File: src/rtl/arb_pkg.sv
// ---------------------------------------------------------------------------
// arb_pkg
//   Shared definitions for the 4-way round-robin arbiter:
//     - state_t          : arbiter FSM states (IDLE = no owner, GRANT = owner)
//     - NUM_REQ          : number of requesters
//     - DEFAULT_MAX_HOLD : default grant-hold limit used by the timeout option
//     - gnt_decode()     : owner index + busy flag -> active-low one-hot grant
// ---------------------------------------------------------------------------
package arb_pkg;

  typedef enum logic {
    IDLE  = 1'b0,
    GRANT = 1'b1
  } state_t;

  localparam int NUM_REQ          = 4;
  localparam int DEFAULT_MAX_HOLD = 8;

  // All lines stay high unless a grant is active; then only the owner's
  // line goes low.
  function automatic logic [NUM_REQ-1:0] gnt_decode(input logic       busy,
                                                    input logic [1:0] id);
    logic [NUM_REQ-1:0] lines;
    lines = '1;
    if (busy) begin
      lines[id] = 1'b0;
    end
    return lines;
  endfunction

endpackage

File: src/rtl/rr_pick4.sv
// ---------------------------------------------------------------------------
// rr_pick4
//   Combinational round-robin search over four request lines. Looks at
//   start, start+1, start+2, start+3 (mod 4) and reports the first set line.
//
//   Ports
//     req   [3:0] in   candidate request lines (already masked by caller)
//     start [1:0] in   index checked first
//     found       out  high when any req bit is set
//     index [1:0] out  chosen requester (equals start when found=0)
// ---------------------------------------------------------------------------
module rr_pick4 (
  input  logic [3:0] req,
  input  logic [1:0] start,
  output logic       found,
  output logic [1:0] index
);

  logic [1:0] cand;

  // Walk offsets from farthest to nearest so the nearest set line,
  // written last, wins.
  always_comb begin
    found = 1'b0;
    index = start;
    cand  = start;
    for (int i = 3; i >= 0; i--) begin
      cand = start + 2'(i);
      if (req[cand]) begin
        found = 1'b1;
        index = cand;
      end
    end
  end

endmodule

File: src/rtl/rr_arbiter4.sv
// ---------------------------------------------------------------------------
// rr_arbiter4
//   Four-requester round-robin arbiter with registered, active-low one-hot
//   grants. An owner keeps the grant while its request stays high. On
//   release the grant passes directly to the next requester in round-robin
//   order, or the arbiter goes idle.
//
//   Optional feature (macro ARB_TIMEOUT_EN):
//     An owner that has held the grant for MAX_HOLD cycles while someone
//     else is waiting is forcibly rotated, and timeout pulses for one cycle.
//     Without the macro there is no hold counter and timeout is tied low.
//
//   Parameters
//     MAX_HOLD  grant-hold limit for the timeout option (2..15)
//     CNT_W     hold counter width, 2**CNT_W > MAX_HOLD
//
//   Ports
//     clk          in   clock, rising edge
//     rst_n        in   asynchronous active-low reset
//     req    [3:0] in   request lines, active high
//     gnt_n  [3:0] out  grant lines, active-low one-hot
//     gnt_id [1:0] out  current owner index (valid while busy)
//     busy         out  a grant is active
//     timeout      out  one-cycle pulse when a grant is forcibly rotated
// ---------------------------------------------------------------------------
module rr_arbiter4
  import arb_pkg::*;
#(
  parameter int MAX_HOLD = DEFAULT_MAX_HOLD,
  parameter int CNT_W    = 4
) (
  input  logic               clk,
  input  logic               rst_n,
  input  logic [NUM_REQ-1:0] req,
  output logic [NUM_REQ-1:0] gnt_n,
  output logic [1:0]         gnt_id,
  output logic               busy,
  output logic               timeout
);

  // Reject illegal configurations at elaboration time.
  if (MAX_HOLD < 2 || MAX_HOLD > 15) begin : g_bad_max_hold
    $error("rr_arbiter4: MAX_HOLD must be in 2..15");
  end
  if ((2 ** CNT_W) <= MAX_HOLD) begin : g_bad_cnt_w
    $error("rr_arbiter4: CNT_W too narrow for MAX_HOLD");
  end

  state_t     state;
  state_t     state_nxt;
  logic [1:0] last;
  logic [1:0] last_nxt;
  logic [1:0] id_nxt;
  logic       busy_nxt;
  logic       timeout_nxt;

  logic [3:0] pick_req;
  logic [1:0] pick_start;
  logic       pick_found;
  logic [1:0] pick_index;

`ifdef ARB_TIMEOUT_EN
  localparam logic [CNT_W-1:0] HOLD_LAST = CNT_W'(MAX_HOLD - 1);
  logic [CNT_W-1:0] hold_cnt;
  logic             new_grant;
`endif

  // One search serves both the idle grant and the handover/rotation. While
  // an owner exists, last equals the owner, so starting at last+1 and
  // masking the owner out gives the owner-excluded search.
  always_comb begin
    pick_start = last + 2'd1;
    pick_req   = req;
    if (state == GRANT) begin
      pick_req[gnt_id] = 1'b0;
    end
  end

  rr_pick4 u_pick (
    .req   (pick_req),
    .start (pick_start),
    .found (pick_found),
    .index (pick_index)
  );

  // Next-state and next-output logic. A granted owner is only replaced on
  // release or, with the timeout option, at the hold limit.
  always_comb begin
    state_nxt   = state;
    busy_nxt    = busy;
    id_nxt      = gnt_id;
    last_nxt    = last;
    timeout_nxt = 1'b0;

    unique case (state)
      IDLE: begin
        if (pick_found) begin
          state_nxt = GRANT;
          busy_nxt  = 1'b1;
          id_nxt    = pick_index;
          last_nxt  = pick_index;
        end
      end

      GRANT: begin
        if (!req[gnt_id]) begin
          if (pick_found) begin
            id_nxt   = pick_index;
            last_nxt = pick_index;
          end else begin
            state_nxt = IDLE;
            busy_nxt  = 1'b0;
          end
        end
`ifdef ARB_TIMEOUT_EN
        else if (hold_cnt == HOLD_LAST && pick_found) begin
          id_nxt      = pick_index;
          last_nxt    = pick_index;
          timeout_nxt = 1'b1;
        end
`endif
      end

      default: begin
        state_nxt = IDLE;
        busy_nxt  = 1'b0;
      end
    endcase
  end

  // Main state and output registers. gnt_n is decoded from the next owner
  // so it changes on the same edge as gnt_id and busy, and is cleared by
  // the asynchronous reset together with everything else.
  always_ff @(posedge clk or negedge rst_n) begin
    if (!rst_n) begin
      state  <= IDLE;
      busy   <= 1'b0;
      gnt_id <= 2'b00;
      gnt_n  <= '1;
      last   <= 2'b11;
    end else begin
      state  <= state_nxt;
      busy   <= busy_nxt;
      gnt_id <= id_nxt;
      gnt_n  <= gnt_decode(busy_nxt, id_nxt);
      last   <= last_nxt;
    end
  end

`ifdef ARB_TIMEOUT_EN
  // A handover never returns to the released owner, so a change of index
  // or leaving idle identifies every fresh grant, including rotations.
  assign new_grant = busy_nxt && (!busy || (id_nxt != gnt_id));

  // Hold counter: cleared on each fresh grant, then counts owned cycles
  // and parks at the limit so an unopposed owner keeps the grant.
  always_ff @(posedge clk or negedge rst_n) begin
    if (!rst_n) begin
      hold_cnt <= '0;
      timeout  <= 1'b0;
    end else begin
      timeout <= timeout_nxt;
      if (new_grant) begin
        hold_cnt <= '0;
      end else if (state == GRANT && hold_cnt != HOLD_LAST) begin
        hold_cnt <= hold_cnt + 1'b1;
      end
    end
  end
`else
  assign timeout = 1'b0;
`endif

endmodule

File: config.mk
export PLATFORM = sky130hd
export DESIGN_NAME = rr_arbiter4
export DESIGN_NICKNAME = d
export VERILOG_FILES = /design/src/rtl/arb_pkg.sv /design/src/rtl/rr_pick4.sv /design/src/rtl/rr_arbiter4.sv
export SDC_FILE = /design/constraint.sdc
export NUM_CORES = 1
export LEC_CHECK = 0
export BUFFER_PORTS_ARGS = -buffer_cell sky130_fd_sc_hd__clkbuf_2
export CAP_MARGIN = 0
export CORE_AREA = 2 2 40 42
export DETAILED_ROUTE_END_ITERATION = 8
export DIE_AREA = 0 0 42 44
export PLACE_DENSITY = 0.71
export RECOVER_POWER = 100
export SLEW_MARGIN = 20
export SYNTH_ARGS = -nofsm -noshare
export SYNTH_HDL_FRONTEND = slang
export SYNTH_HIERARCHICAL = 1
export SYNTH_SLANG_ARGS = --single-unit
File: constraint.sdc
create_clock -name clk -period 2.4 [get_ports clk]
set_input_delay 0.36 -clock clk [delete_from_list [all_inputs] [get_ports clk]]
set_output_delay 0.36 -clock clk [all_outputs]
set_load 0.1 [all_outputs]
==> results.sh <==
export IMPL_outcome="finished clean"
export IMPL_hold_buffers=1
export IMPL_drv_cap=0
export IMPL_fin_ws_ns=0.181
export IMPL_grt_pass1_wl_um=2190
export IMPL_cts_buffer_depth=2
export IMPL_hp_class="reg2reg"
export IMPL_cts_setup_buffers=0
export IMPL_die_area_um2=1850
export IMPL_die_w_um=42
export IMPL_syn_nets=75
export IMPL_grt_pass1_vias=543
export IMPL_start_kind="flip-flop"
export IMPL_synth_warnings=6
export IMPL_setup_viol=0
export IMPL_worstSetupPathType="reg2reg"
export IMPL_final_nets=90
export IMPL_utilization_pct=54.1
export IMPL_fmax_ghz=0.451
export IMPL_clockRootBuffer="clkbuf_4"
export IMPL_drive_gt1_share_pct=27.7
export IMPL_routed_via_count=536
export IMPL_r2r_cells=7
export IMPL_ctsResizeCount=0
export IMPL_wl_per_cell_um=12.8
export IMPL_boundaryPins=14
export IMPL_synth_cell_area_um2=676
export IMPL_synthToLayoutAreaGrowth_pct=13.5
export IMPL_critPathArrivalTime_ns=2.40
export IMPL_viasPerCell=5.41
export IMPL_drv_slew=0
export IMPL_setup_tns_ns=0
export IMPL_multi_input_comb_area_um2=362
export IMPL_cts_tree="built"
export IMPL_dp_slack_ns=0.229
export IMPL_clock_sinks=10
export IMPL_rows=14
export IMPL_grt_max_degree=11
export IMPL_worstMarginPinSlew_ns=1.19
export IMPL_drt_iter0_markers=10
export IMPL_ys_seq_elements=10
export IMPL_die_height_um=44
export IMPL_fin_crit_ns=2.22
export IMPL_dp_hpwl_um=997
export IMPL_core_area_um2=1420
export IMPL_synthTopCellsByArea="dfstp_2, dfrtp_1, mux2i_1"
export IMPL_whs_path_depth=2
export IMPL_gp_congestion=0.725
export IMPL_path_max_fanout=8
export IMPL_yosys_area_top_type="dfstp_2"
export IMPL_firstDrtPassIters=4
export IMPL_antennaDiodeCount=0
export IMPL_ant_nets=0
export IMPL_fillCellCount=136
export IMPL_antenna_found_initial=0
export IMPL_overflow=0
export IMPL_drc_errors=0
export IMPL_rsz0062_at_grt="false"
export IMPL_port_buffers=12
export IMPL_synth_cells=69
export IMPL_finalWirelength_um=1270
export IMPL_worstPathRequired_ns=2.58
export IMPL_regArea_um2=259
export IMPL_path_clk_slew_ns=0.07
export IMPL_place_area_um2=732
export IMPL_synth_distinct_cells=31
export IMPL_finalInstanceArea_um2=767
export IMPL_slew_headroom_pct=21.2
export IMPL_grt_use_total_pct=15.7
export IMPL_synth_top_cell_area_share_pct=23.3
export IMPL_clk_latency_ns=0.26
export IMPL_fin_crit_sh_pct=92.5
export IMPL_timing_hold_violations_final=0
export IMPL_ys_seq_area_share_pct=38.1
export IMPL_fin_skew_ns=0.00747
export IMPL_htree_levels=1
export IMPL_start_util_pct=47.6
export IMPL_critPathCaptureType="flip-flop"
export IMPL_postSynthAreaPerCell_um2=9.79
export IMPL_cts_buffers=3
-- path summary, 6_finish.rpt --
path / startpoint / endpoint / slack, ns
max: gnt_id[0] / gnt_n[3] / 0.18
max reg2reg: gnt_id[0] / gnt_n[3] / 0.18
min in group asynchronous: rst_n / busy / 0.58
max in group asynchronous: rst_n / gnt_id[1] / 1.43
min reg2reg: last[0] / last[0] / 0.55
min: last[0] / last[0] / 0.55
-- logic make-up (layout without fill, tap and decap cells) --
kind of cell,Yosys count,in the layout,synth area share (%)
buffers and inverters,11,25,8.33
other,1,1,0.555
and+or+nand+nor,20,20,16.9
muxes,7,7,12.6
xor gates and xnor gates,1,1,1.30
DFF,10,10,38.1
AOI/OAI and AO/OA,19,19,22.2
-- sequential cells by signal, indices dropped and copies added (netlist names) --
signal,cells
busy,1
gnt_id,2
gnt_n,4
last,2
state,1
-- metal layers --
metal,share of wire (%),track usage (%),vias to the layer above,wire length (um)
met5,0,0,-,0
li1,-,-,270,-
met1,48,18.8,259,602
met3,3.2,3.75,0,40
met2,49,28.1,7,624
met4,0,4.52,0,0
-- worst max-delay path, cell delays in order (launching register included) --
cell and delay (ns):
dfrtp_1 0.47, nand2b_2 0.24, o21a_1 0.22, and2b_2 0.20, or4_1 0.49, nand2_1 0.10
a32oi_1 0.16, or2_1 0.26
-- cells in the mapped netlist, drive strengths merged --
cell and number:
a211oi 1, and2b 3, a21oi 2, a2bb2oi 1, nor3 1, dfstp 6
mux2i 4, o31ai 1, or2 1, or4 1, mux4 1, nand2 7
o21a 4, a22oi 2, inv 8, a22o 1, mux2 2, buf 3
o21ai 4, conb 1, xor2 1, o221a 1, dfrtp 4, nor2 2
a32oi 1, o22a 1, nand2b 4, and3b 1
-- per-stage QoR --
step                hold slack [ns]  instances
detailed placement            0.239         94
global placement              0.233         94
finish                        0.555         99
CTS                           0.504         99
floorplan                    0.0644         69
global route                  0.582         99
-- layout make-up --
| cell class | count | share of cell area [%] |
|---|---|---|
| multi-input cells | 48 | 47.1 |
| clock buffers | 4 | 4.73 |
| well taps | 16 | 2.61 |
| flip-flops and latches | 10 | 33.8 |
| repair buffers | 13 | 7.83 |
| inverters | 8 | 3.92 |
-- cell usage in the layout, fill, tap and decap left out, types with 2 or more instances in the layout --
cell and count:
inv_1 8, clkbuf_1 8, nand2_1 7, dfstp_2 6, mux2i_1 4, o21ai_0 4, o21a_1 4, clkbuf_2 4
nand2b_1 3, dfrtp_1 3, clkbuf_4 3, mux2_2 2, a22oi_1 2, a21oi_1 2, nor2_1 2, and2b_2 2
Power is left out: the tool's default activity adds up to more than one toggle a clock period on the data nets, which glitch-free logic cannot reach.
